$ cat src/rtl/vga_pkg.sv
// Shared timing defaults and FSM state type for the VGA scan-out block.
package vga_pkg;

  // Default timing: 800x480 panel, porches and pulses in pixels / lines.
  localparam int DEF_HDISP  = 800;
  localparam int DEF_VDISP  = 480;
  localparam int DEF_HFP    = 40;
  localparam int DEF_HPULSE = 48;
  localparam int DEF_HBP    = 40;
  localparam int DEF_VFP    = 13;
  localparam int DEF_VPULSE = 3;
  localparam int DEF_VBP    = 29;

  // Test pattern grid pitch is 2**PATTERN_PITCH_LOG2 pixels / lines.
  localparam int PATTERN_PITCH_LOG2 = 4;

  // SYNC: waiting for a frame boundary with a full FIFO. RUN: streaming.
  typedef enum logic {
    SYNC = 1'b0,
    RUN  = 1'b1
  } scan_state_e;

  // Total period of one axis: front porch + pulse + back porch + active.
  function automatic int scan_total(input int fp, input int pulse,
                                    input int bp, input int disp);
    return fp + pulse + bp + disp;
  endfunction

endpackage

$ cat src/rtl/scan_counter.sv
// One wrapping scan counter (0..TOTAL-1) with a terminal-count flag.
// Used once per axis; the vertical instance is enabled by the horizontal
// terminal count.
module scan_counter #(
  parameter int TOTAL = 1056,
  parameter int W     = $clog2(TOTAL)
) (
  input  logic         clk_i,
  input  logic         rst_i,
  input  logic         en_i,
  output logic [W-1:0] cnt_o,
  output logic         tc_o
);

  logic [W-1:0] cnt_q;
  logic [W-1:0] cnt_d;

  assign tc_o  = (cnt_q == W'(TOTAL - 1));
  assign cnt_o = cnt_q;

  // Next count: hold when disabled, wrap to zero at terminal count.
  always_comb begin
    cnt_d = cnt_q;
    if (en_i) begin
      cnt_d = tc_o ? '0 : cnt_q + W'(1);
    end
  end

  // Count register with synchronous reset.
  always_ff @(posedge clk_i) begin
    if (rst_i) begin
      cnt_q <= '0;
    end else begin
      cnt_q <= cnt_d;
    end
  end

endmodule

$ cat src/rtl/vga_scan.sv
// VGA scan-out: generates syncs from two wrapping counters and streams pixels
// from a show-ahead FIFO once it has aligned to a frame boundary with a full
// FIFO. Line/frame order is front porch, pulse, back porch, active.
// Optional macro VGA_TEST_PATTERN_EN adds a test_mode input that replaces the
// FIFO stream with a white 16x16 grid.
//
// FIFO handshake: fifo_rdata is valid whenever fifo_rempty is low; asserting
// fifo_rinc for one cycle consumes exactly the word presented on that cycle,
// and that word is registered onto vga_rgb on the same edge.
module vga_scan
  import vga_pkg::*;
#(
  parameter int HDISP  = DEF_HDISP,
  parameter int VDISP  = DEF_VDISP,
  parameter int HFP    = DEF_HFP,
  parameter int HPULSE = DEF_HPULSE,
  parameter int HBP    = DEF_HBP,
  parameter int VFP    = DEF_VFP,
  parameter int VPULSE = DEF_VPULSE,
  parameter int VBP    = DEF_VBP
) (
  input  logic        pixel_clk,
  input  logic        pixel_rst,
  input  logic [31:0] fifo_rdata,
  input  logic        fifo_rempty,
  input  logic        fifo_rfull,
`ifdef VGA_TEST_PATTERN_EN
  input  logic        test_mode,
`endif
  output logic        fifo_rinc,
  output logic        vga_hs,
  output logic        vga_vs,
  output logic        vga_blank,
  output logic [23:0] vga_rgb,
  output logic        vga_clk,
  output logic        underrun
);

  localparam int HTOTAL = scan_total(HFP, HPULSE, HBP, HDISP);
  localparam int VTOTAL = scan_total(VFP, VPULSE, VBP, VDISP);
  localparam int HW     = $clog2(HTOTAL);
  localparam int VW     = $clog2(VTOTAL);

  localparam logic [HW-1:0] H_ACT    = HW'(HTOTAL - HDISP);
  localparam logic [HW-1:0] H_SYNC_S = HW'(HFP);
  localparam logic [HW-1:0] H_SYNC_E = HW'(HFP + HPULSE);
  localparam logic [VW-1:0] V_ACT    = VW'(VTOTAL - VDISP);
  localparam logic [VW-1:0] V_SYNC_S = VW'(VFP);
  localparam logic [VW-1:0] V_SYNC_E = VW'(VFP + VPULSE);

  logic [HW-1:0] h_cnt;
  logic [VW-1:0] v_cnt;
  logic          h_tc;
  logic          v_tc;
  logic          active;
  logic          h_sync_n;
  logic          v_sync_n;

  scan_state_e   state_q;
  scan_state_e   state_d;
  logic          hs_q;
  logic          vs_q;
  logic          blank_q;
  logic          blank_d;
  logic [23:0]   rgb_q;
  logic [23:0]   rgb_d;
  logic          underrun_q;
  logic          underrun_d;

  // Alpha byte of the FIFO word carries no colour.
  logic unused_alpha;
  assign unused_alpha = ^fifo_rdata[31:24];

  scan_counter #(.TOTAL(HTOTAL), .W(HW)) u_hcnt (
    .clk_i (pixel_clk),
    .rst_i (pixel_rst),
    .en_i  (1'b1),
    .cnt_o (h_cnt),
    .tc_o  (h_tc)
  );

  scan_counter #(.TOTAL(VTOTAL), .W(VW)) u_vcnt (
    .clk_i (pixel_clk),
    .rst_i (pixel_rst),
    .en_i  (h_tc),
    .cnt_o (v_cnt),
    .tc_o  (v_tc)
  );

  assign active   = (h_cnt >= H_ACT) && (v_cnt >= V_ACT);
  assign h_sync_n = !((h_cnt >= H_SYNC_S) && (h_cnt < H_SYNC_E));
  assign v_sync_n = !((v_cnt >= V_SYNC_S) && (v_cnt < V_SYNC_E));

`ifdef VGA_TEST_PATTERN_EN
  logic [HW-1:0] h_rel;
  logic [VW-1:0] v_rel;
  logic          grid_hit;
  assign h_rel    = h_cnt - H_ACT;
  assign v_rel    = v_cnt - V_ACT;
  assign grid_hit = (h_rel[PATTERN_PITCH_LOG2-1:0] == '0) ||
                    (v_rel[PATTERN_PITCH_LOG2-1:0] == '0);
`endif

  // Next state, pop request and next video values for the current counter.
  always_comb begin
    state_d    = state_q;
    fifo_rinc  = 1'b0;
    blank_d    = 1'b0;
    rgb_d      = '0;
    underrun_d = underrun_q;
    case (state_q)
      SYNC: begin
        if (h_tc && v_tc && fifo_rfull) begin
          state_d = RUN;
        end
      end
      RUN: begin
        if (active) begin
          blank_d = 1'b1;
          if (!fifo_rempty) begin
            fifo_rinc = 1'b1;
            rgb_d     = fifo_rdata[23:0];
          end else begin
            underrun_d = 1'b1;
          end
        end
      end
      default: state_d = SYNC;
    endcase
`ifdef VGA_TEST_PATTERN_EN
    // Test pattern freezes the FSM and leaves the FIFO untouched.
    if (test_mode) begin
      state_d    = state_q;
      fifo_rinc  = 1'b0;
      underrun_d = underrun_q;
      blank_d    = active;
      rgb_d      = (active && grid_hit) ? 24'hFFFFFF : 24'h000000;
    end
`endif
    if (pixel_rst) begin
      fifo_rinc = 1'b0;
    end
  end

  // FSM state register.
  always_ff @(posedge pixel_clk) begin
    if (pixel_rst) begin
      state_q <= SYNC;
    end else begin
      state_q <= state_d;
    end
  end

  // Video output registers: one cycle behind the counters, mutually aligned.
  always_ff @(posedge pixel_clk) begin
    if (pixel_rst) begin
      hs_q       <= 1'b1;
      vs_q       <= 1'b1;
      blank_q    <= 1'b0;
      rgb_q      <= '0;
      underrun_q <= 1'b0;
    end else begin
      hs_q       <= h_sync_n;
      vs_q       <= v_sync_n;
      blank_q    <= blank_d;
      rgb_q      <= rgb_d;
      underrun_q <= underrun_d;
    end
  end

  assign vga_hs    = hs_q;
  assign vga_vs    = vs_q;
  assign vga_blank = blank_q;
  assign vga_rgb   = rgb_q;
  assign underrun  = underrun_q;
  assign vga_clk   = pixel_clk;

endmodule

$ cat config.mk
export PLATFORM = sky130hd
export DESIGN_NAME = vga_scan
export DESIGN_NICKNAME = d
export VERILOG_FILES = /design/src/rtl/vga_pkg.sv /design/src/rtl/scan_counter.sv /design/src/rtl/vga_scan.sv
export SDC_FILE = /design/constraint.sdc
export NUM_CORES = 1
export LEC_CHECK = 0
export BUFFER_PORTS_ARGS = -buffer_cell sky130_fd_sc_hd__buf_4
export CORE_ASPECT_RATIO = 1.75
export CORE_MARGIN = 5
export CORE_UTILIZATION = 45
export CTS_CLUSTER_DIAMETER = 120
export DETAILED_ROUTE_END_ITERATION = 12
export PLACE_DENSITY = 0.75
export SLEW_MARGIN = 20
export SYNTH_ARGS = -nofsm -noshare
export SYNTH_HDL_FRONTEND = slang
export SYNTH_SLANG_ARGS = --single-unit
$ cat constraint.sdc
create_clock -name pixel_clk -period 1.9 [get_ports pixel_clk]
set_input_delay 0.095 -clock pixel_clk [delete_from_list [all_inputs] [get_ports pixel_clk]]
set_output_delay 0.095 -clock pixel_clk [all_outputs]
set_load 0.03 [all_outputs]
==> metrics <==
GP Congestion 0.768; number of global-route vias before repair 1,849; Inst Count DP 300; Slowest-stage cell, CP dfxtp_4; failing checks setup timing; critical path buffer and inverter count 3; Tcrit/Tclk final 104%; Routed Antenna Nets 0; initial drt markers 81; simple-gate portion of the synthesized area 29.8%; Top delay family on crit path buffers and inverters; final hold vios 0; Max Cap Viol 0; area share of fa/ha/maj cells after synthesis 3.78%; Avg Inst Size Synth 9.99 sq um; CTS tree done; Slew HR 74.6%; Post-Syn Nets 241; Clock transition at path regs 0.09 ns; wire length of the first global-routing pass 8410 um; Pre-antenna DRT Iters 5; row count 32; pin count of the biggest net entering global routing 28; ys flop type dfxtp_1; GR Overflow Total 0; # DRC 0; skew final 0.00873 ns; Wirelength per Cell 15.6 um; final core occ 68.8%; VDD IR-drop max 569 uV; Die Ht 97.9 um; hold crit path type input port to flip-flop; Setup Viol. Count Final 1; register bit total from synthesis 49; fmax 507 MHz; crit path to fifo_rinc; n_diodes 0; Leak 1.19 nW; post-synthesis sequential area ratio 49.3%; post-synthesis xor/xnor area fraction 5.73%; Post-DP Area 0.00246 sq mm; Slew Viols, Final 0; R2R Setup Slk 0.04 ns; r2r endpoint vga_rgb[13]; full die area 0.00590 sq mm; PwrDens 670 mW/mm^2; CP endpoint kind output pin; io pins 66; commonest non-fill, non-tap cells in the layout buf_4, dfxtp_1, dlygate4sd3_1, nor4b_1, nor2_1; CP required 1.80 ns; Worst Max-Slew Pin Slew 0.381 ns; clock latency at the later pin of the worst-skew pair 0.42 ns; Worst Setup SP u_vcnt.cnt_o[1]; RR Startpoint u_vcnt.cnt_o[0]; CP Max Fanout 4; Setup WS post-layout -0.0707 ns; Mapped Area 0.00199 sq mm; largest family of logic cells by synthesized area simple AND/OR/NAND/NOR gates; startpoint type of the worst setup path flip-flop; routed vias/inst 5.38; crit-path cells inv_4 -> ha_4 -> nor2b_4 -> o21bai_1 -> a211oi_2 -> buf_12 -> nor3_2 -> buf_4; # port buffers 57; synthesized netlist cell count 199; post-synthesis mux area share 0.503%; hpwl dp 3050 um; Tot Pwr 0.00201 W; vias post-DR 1,857; Compound-Gate Fraction of Synth Area 5.22%; GRT Total Usage 19.0%; crit-path max cell delay 0.37 ns; wirelength, routed 5370 um; core area 0.00436 sq mm; unrepaired setup endpoints after global routing yes; Nets 335; Area growth, synth to finish 51.1%; Final min period 1.97 ns; Worst R2R Path Depth 8; Die X 60.2 um; post-route insts no fill 345; Distinct cells, synth 40; fill count 306; Worst EP arrival 1.88 ns; status complete, but fails checks; commonest non-fill, non-tap cell in the layout buf_4; WS Path Type flip-flop to output pin; EDFF count, synth 0; post-route setup TNS -0.0707 ns; Levels on crit path 8; cell area after layout 0.00300 sq mm; Initial Util 45.6%; initial antenna violation count 0; asr flop ratio synth 0%; layout cells sized above 1 33.3%; Ys Warns 0
## how the worst min path moves through the flow
stage | start | endpoint | slack [ns] | cells after the start
floorplan | pixel_rst | u_hcnt.cnt_o[8] | 0.17 | 1
global placement | pixel_clk | vga_clk | 0.23 | 1
detailed placement | pixel_clk | vga_clk | 0.23 | 1
CTS | fifo_rempty | vga_rgb[21] | 0.07 | 2
global route | fifo_rempty | vga_rgb[2] | 0.09 | 2
finish | fifo_rempty | vga_rgb[3] | 0.07 | 2
## cell usage after synthesis, types with 5 or more instances
library cell / n / area share, %
clkbuf_1: 6 / 1.1
dfxtp_1: 49 / 49
ha_1: 6 / 3.8
inv_1: 9 / 1.7
nand2_1: 7 / 1.3
nand3_1: 9 / 2.3
nor2_1: 17 / 3.2
nor3_1: 8 / 2.0
nor4_1: 8 / 2.5
nor4b_1: 24 / 11
or3_1: 5 / 1.6
xnor2_1: 11 / 4.8
## layer usage
metal | wire length (um) | vias up | global-route usage (%) | share of wire [%]
met5 | 0 | - | 0 | 0
met1 | 2010 | 879 | 19.4 | 37
met2 | 2750 | 67 | 31.8 | 51
met4 | 155 | 0 | 11.4 | 2.9
li1 | - | 898 | - | -
met3 | 455 | 13 | 6.88 | 8.5
## through the flow
stage | hold slack [ns] | setup slack, ns
3_3_place_gp | 0.227 | 0.117
6_report | 0.0741 | -0.0707
5_1_grt | 0.0857 | -0.143
2_1_floorplan | 0.167 | 0.0844
3_5_place_dp | 0.227 | 0.0811
4_1_cts | 0.0695 | -0.0406
## final cells by class
class / count / area, sq um / area share (%)
inverter: 9 / 36.3 / 1.21
multi-input combinational: 128 / 958 / 31.9
clock buffer: 10 / 121 / 4.04
timing repair buffer: 96 / 821 / 27.3
clock inverter: 2 / 15.0 / 0.500
sequential: 49 / 988 / 32.9
tap: 51 / 63.8 / 2.12
## power breakdown
| group | switching (W) | leakage (nW) | internal (W) |
|---|---|---|---|
| logic | 0.0000394 | 0.731 | 0.0000837 |
| registers | 0.00000777 | 0.397 | 0.00103 |
| clock network | 0.000432 | 0.0638 | 0.000421 |
## repair_timing
item                                    CTS  global route
endpoints found under the hold margin    35             0
pin swaps                                 4             0
resized for setup                        13             5
hold buffers                             25             0
endpoints found under the setup margin    1            14
cloned                                    1             0
buffers inserted                          8             0
## flip-flops by register name, indices dropped and copies added, names as in the netlist
| signal | cells |
|---|---|
| state_q | 1 |
| u_hcnt.cnt_o | 10 |
| u_vcnt.cnt_o | 10 |
| underrun | 1 |
| vga_blank | 1 |
| vga_hs | 1 |
| vga_rgb | 24 |
| vga_vs | 1 |
## logic make-up (layout without fill, tap and decap cells)
group / after synthesis / after routing
fa+ha+maj: 6 / 6
flops: 49 / 49
mux: 1 / 1
xor+xnor: 13 / 13
compound gates: 15 / 15
buf+inv: 22 / 117
simple gates: 93 / 93
## worst reg2reg max path, stage by stage, from the launching register on
cell and delay, ns:
dfxtp_4 0.39, inv_2 0.06, ha_4 0.15, nor2b_4 0.12
o21bai_1 0.16, a211oi_2 0.12, buf_4 0.15, bufbuf_16 0.27
nor4b_1 0.34
No activity file was read; power rests on OpenSTA's default activity.
